==> config.mk <==
export PLATFORM = sky130hd
export DESIGN_NAME = hamming7_arbiter
export DESIGN_NICKNAME = d
export VERILOG_FILES = /design/src/rtl/hamming7_arbiter_pkg.sv /design/src/rtl/hamming7_arbiter_hamming7check.sv /design/src/rtl/hamming7_arbiter.sv
export SDC_FILE = /design/constraint.sdc
export NUM_CORES = 1
export LEC_CHECK = 0
export ABC_AREA = 1
export BUFFER_PORTS_ARGS = -buffer_cell sky130_fd_sc_hd__clkbuf_2
export CAP_MARGIN = 20
export CORE_MARGIN = 2
export CORE_UTILIZATION = 58
export CTS_CLUSTER_DIAMETER = 40
export DETAILED_ROUTE_END_ITERATION = 10
export PLACE_DENSITY = 0.84
export SYNTH_ARGS = -nofsm -noshare
export SYNTH_HDL_FRONTEND = slang
export SYNTH_SLANG_ARGS = --single-unit
==> constraint.sdc <==
create_clock -name CLK -period 4.3 [get_ports CLK]
set_input_delay 1.29 -clock CLK [delete_from_list [all_inputs] [get_ports CLK]]
set_output_delay 1.29 -clock CLK [all_outputs]
set_load 0.01 [all_outputs]
==> src/rtl/hamming7_arbiter_pkg.sv <==
// Shared definitions for the two-requester Hamming(7,4) checking front end.
// Holds the FSM encoding, widths and the round-robin grant rule.
package hamming7_arbiter_pkg;

  localparam int CW_W = 7;
  localparam int NREQ = 2;

  localparam logic [1:0] IDLE  = 2'd0;
  localparam logic [1:0] CHECK = 2'd1;
  localparam logic [1:0] RESP  = 2'd2;

  typedef logic [CW_W:1] cw_t;

  // A lone requester always wins; a tie goes to whoever was not served last.
  function automatic logic arb_pick(input logic [NREQ-1:0] req, input logic last);
    logic pick;
    case (req)
      2'b01:   pick = 1'b0;
      2'b10:   pick = 1'b1;
      default: pick = ~last;
    endcase
    return pick;
  endfunction

endpackage

==> src/rtl/hamming7_arbiter_hamming7check.sv <==
// Combinational Hamming(7,4) single-error corrector, positions 1,2,4 are parity.
// A nonzero syndrome names the bit position to flip.
module hamming7check
  import hamming7_arbiter_pkg::*;
(
  input  logic [CW_W:1] DU,
  output logic [CW_W:1] DC,
  output logic          NOERROR
);

  logic [2:0]    syn;
  logic [CW_W:1] flip;

  always_comb begin
    // NOTE: every always_comb output gets a default first so no path can infer a latch.
    flip    = '0;
    syn[0]  = DU[1] ^ DU[3] ^ DU[5] ^ DU[7];
    syn[1]  = DU[2] ^ DU[3] ^ DU[6] ^ DU[7];
    syn[2]  = DU[4] ^ DU[5] ^ DU[6] ^ DU[7];
    for (int i = 1; i <= CW_W; i++) begin
      flip[i] = (syn == 3'(i));
    end
    DC      = DU ^ flip;
    NOERROR = (syn == 3'd0);
  end

endmodule

==> src/rtl/hamming7_arbiter.sv <==
// Round-robin front end sharing one hamming7check between two codeword sources,
// with a registered one-cycle acknowledge and a saturating corrected-word count.
module hamming7_arbiter
  import hamming7_arbiter_pkg::*;
#(
  parameter int CNT_W = 8
) (
  input  logic             CLK,
  input  logic             RST_N,
  input  logic [NREQ-1:0]  REQ,
  input  logic [CW_W:1]    DU0,
  input  logic [CW_W:1]    DU1,
  input  logic             CLRCNT,
  output logic [NREQ-1:0]  ACK,
  output logic             VALID,
  output logic             GID,
  output logic [CW_W:1]    DC,
  output logic             NOERR,
  output logic [CNT_W-1:0] ERRCNT
);

  logic [1:0] state;
  cw_t        dur;
  logic       last;
  logic       grant;
  cw_t        dec_dc;
  logic       dec_noerr;

  assign grant = arb_pick(REQ, last);

  // The decoder only ever sees the registered word, never DU0/DU1 directly.
  hamming7check u_check (
    .DU      (dur),
    .DC      (dec_dc),
    .NOERROR (dec_noerr)
  );

  // NOTE: sequential state uses non-blocking assignments so every register
  // samples pre-edge values regardless of statement order.
  always_ff @(posedge CLK or negedge RST_N) begin
    if (!RST_N) begin
      state <= IDLE;
      dur   <= '0;
      last  <= 1'b1;
      GID   <= 1'b0;
      ACK   <= '0;
      VALID <= 1'b0;
      DC    <= '0;
      NOERR <= 1'b1;
    end else begin
      case (state)
        IDLE: begin
          if (REQ != '0) begin
            dur   <= grant ? DU1 : DU0;
            GID   <= grant;
            last  <= grant;
            state <= CHECK;
          end
        end
        CHECK: begin
          DC    <= dec_dc;
          NOERR <= dec_noerr;
          ACK   <= {GID, ~GID};
          VALID <= 1'b1;
          state <= RESP;
        end
        RESP: begin
          ACK   <= '0;
          VALID <= 1'b0;
          state <= IDLE;
        end
        default: state <= IDLE;
      endcase
    end
  end

  // Clear has priority over the increment that lands on the same edge.
  always_ff @(posedge CLK or negedge RST_N) begin
    if (!RST_N) begin
      ERRCNT <= '0;
    end else if (CLRCNT) begin
      ERRCNT <= '0;
    end else if (state == CHECK && !dec_noerr && ERRCNT != '1) begin
      ERRCNT <= ERRCNT + 1'b1;
    end
  end

endmodule

==> summary.txt <==
Route
  – Routed Antenna Nets: 0
  – Iteration-0 DRC Markers: 97
  – Metal3 WL: 138 um
  – Vias per cell: 5.31
  – Routed wl met2: 1820 um
  – Highest routed layer: met4
  – Via Count: 1,647
  – Residual DRC: 0
  – Routed WL: 3570 um
  – WL/cell: 11.5 um
  – DRT met1 WL: 1570 um
  – Pre-Repair DR Iteration Count: 4

Worst setup path
  – Nature of the critical path startpoint: input port
  – CP Capture Type: flop
  – Critical path fanouts, max: 9
  – Required time worst endpoint: ~4.5 ns
  – Kind of critical path: input port to flop
  – Worst Path Arrival: 2.65 ns
  – Worst R2R Path Depth: 6

Timing
  – Slew headroom: 0.467
  – Slew Viols, Final: 0
  – Clock skew: approximately 0.008 ns
  – Setup violators final: 0
  – Crit share post-route: 0.574
  – Worst Max-Slew Pin Slew: 0.796 ns
  – Final Hold Viols: 0
  – Post-route worst setup slack: between 1.5 and 2 ns
  – Hold slack final: ~0.50 ns
  – RSZ-0062 raised after global routing: false
  – Final setup TNS: 0 ns
  – Max Freq: 405 MHz
  – Minimum clock period: around 2.5 ns

Synth
  – Yosys top cell area share: 0.390
  – Distinct cells, synth: 24
  – Post-synthesis sequential area ratio: 0.419
  – Syn_area_per_cell: 7.68 um^2
  – Yosys top cell by area: dfrtp_1
  – Synth Cell Area: 1800 um^2
  – Top FF cell, synth: dfrtp_1
  – Count leader, synth: nand2_1
  – Post-synthesis async set-or-reset flop share: 1.00
  – Top post-synthesis cells by count: 59 x nand2_1, 28 x dfrtp_1, 25 x inv_1, 24 x nand3_1, 21 x nor2_1
  – Synthesis Warnings: 0
  – Mapped Cells: roughly 230
  – Largest cells by area after synthesis: dfrtp_1 39%, nand2_1 12%, nand3_1 6.7%
  – Mapped Nets: around 260
  – Register bit total from synthesis: 30
  – EDFF count, synth: 0

Global routing
  – GRT Total Usage: 0.230
  – First-pass GRT wire length: 6160 um
  – Largest net degree at the start of global routing: 31
  – Vias in the first global route: 1,532
  – Antenna violations before repair: 0
  – Gr ovfl total: 0

Min path
  – Hold crit path type: flop to flop
  – Worst hold stages: 2

Pwr
  – Power Dens Cells: approximately 750 nW/um^2
  – VDD IR max: 418 uV
  – Leak: 1.13 nW

Layout
  – Share of layout cells above drive strength 1: 0.253
  – Ant diodes: 0
  – Area of the multi-input gates: 913 um^2
  – Register area: 753 um^2
  – P&R area growth vs syn: 15.4%
  – Final instance area: between 2000 and 2500 um^2
  – Net count, final: around 300
  – Fillers: 275

Place
  – Port Buffer Count: 38
  – GPL Wtd Cong: just over 0.9
  – DP Area: 2010 um^2
  – DPL Wire Length: 2670 um
  – Pre-CTS setup slack: 1.50 ns

Run status
  – Status: completed

Floorplanning
  – Core Region: 3000 um^2
  – Initial Utilization: 0.599
  – Site Rows: 20
  – Horiz. Die Dim: 59.7 um
  – DIE AREA: 3560 um^2
  – Ports: 39
  – Die height: 59.7 um

Clock tree
  – Hold buffer count at cts: 0
  – Worst-Skew Late Latency: 0.33 ns
  – Post-CTS setup buffers: 0
  – CTS clk-pin slew, worst paths: about 0.10 ns
  – Post-CTS sizing: 0
  – CTS tree: yes
  – Root Buffer: clkbuf_4
  – Clk sinks: 30
  – Max clock buf depth: 2
  – # H-tree levels: 2
  – CTS Buf Count: 5

Job
  – Max Cap Violations: 0
## cell type report
| cell class | count | share of cell area |
|---|---|---|
| clock inverters | 1 | 0.00241 |
| well taps | 33 | 0.0199 |
| flip-flops and latches | 30 | 0.363 |
| inverters | 31 | 0.0561 |
| repair buffers | 38 | 0.0917 |
| multi-input cells | 170 | 0.440 |
| clock buffers | 7 | 0.0265 |
## metal layers
metal	vias up	track usage
li1	835	-
met1	773	0.279
met2	34	0.390
met3	5	0.0584
met4	0	0.0889
met5	-	0
## flip-flops by register name (all words and copies together) (netlist names)
signal / count
ERRCNT: 8
DC: 7
dur: 7
ACK: 2
state: 2
GID: 1
NOERR: 1
VALID: 1
last: 1
## worst max-delay path, cell delays in order
cell and delay, ns:
clkbuf_2 0.07, inv_1 0.04, ha_1 0.30, o21ai_1 0.42, inv_1 0.21, o21ai_0 0.22, o22ai_1 0.09
## path summary, 6_finish.rpt
kind,start,slack [ns],end
max,REQ[0],1.83,dur[6]
min,DC[5],0.50,DC[5]
max reg2reg,state[0],2.47,dur[6]
min reg2reg,DC[5],0.50,DC[5]
max in group asynchronous,RST_N,2.83,ERRCNT[3]
min in group asynchronous,RST_N,1.00,DC[3]
## report_power, final
group / switching [W] / leakage, nW / internal, W
Sequential: 0.0000938 / 0.376 / 0.000400
Combinational: 0.000577 / 0.722 / 0.000310
Clock: 0.0000969 / 0.0353 / 0.0000792
## cells in the final DEF, fill, tap and decap left out, drive strengths merged
cell type and instances:
xor2 2, nor3b 1, nor3 4, a31oi 1, clkbuf 45, nor2 22, clkinv 3, ha 6
dfstp 2, dfrtp 28, nand3 25, a21oi 4, o21ai 18, nand2 76, inv 29, xnor2 2
o22ai 9
## metrics by stage
stage                util  cells  total power (W)
CTS                 0.691    310          0.00157
global route        0.691    310          0.00170
floorplan               -    234          0.00118
global placement    0.671    302          0.00136
finish              0.691    310          0.00156
detailed placement  0.671    302          0.00139
## cell families (layout without fill, tap and decap cells)
kind of cell | Yosys count | count (layout) | synth area share
AOI/OAI and AO/OA | 32 | 32 | 0.0960
xor gates and xnor gates | 4 | 4 | 0.0195
and+or+nand+nor | 128 | 128 | 0.351
adders and majority gates | 6 | 6 | 0.0418
DFF | 30 | 30 | 0.419
buffers and inverters | 34 | 77 | 0.0731
Power figures use the tool's default switching activity.
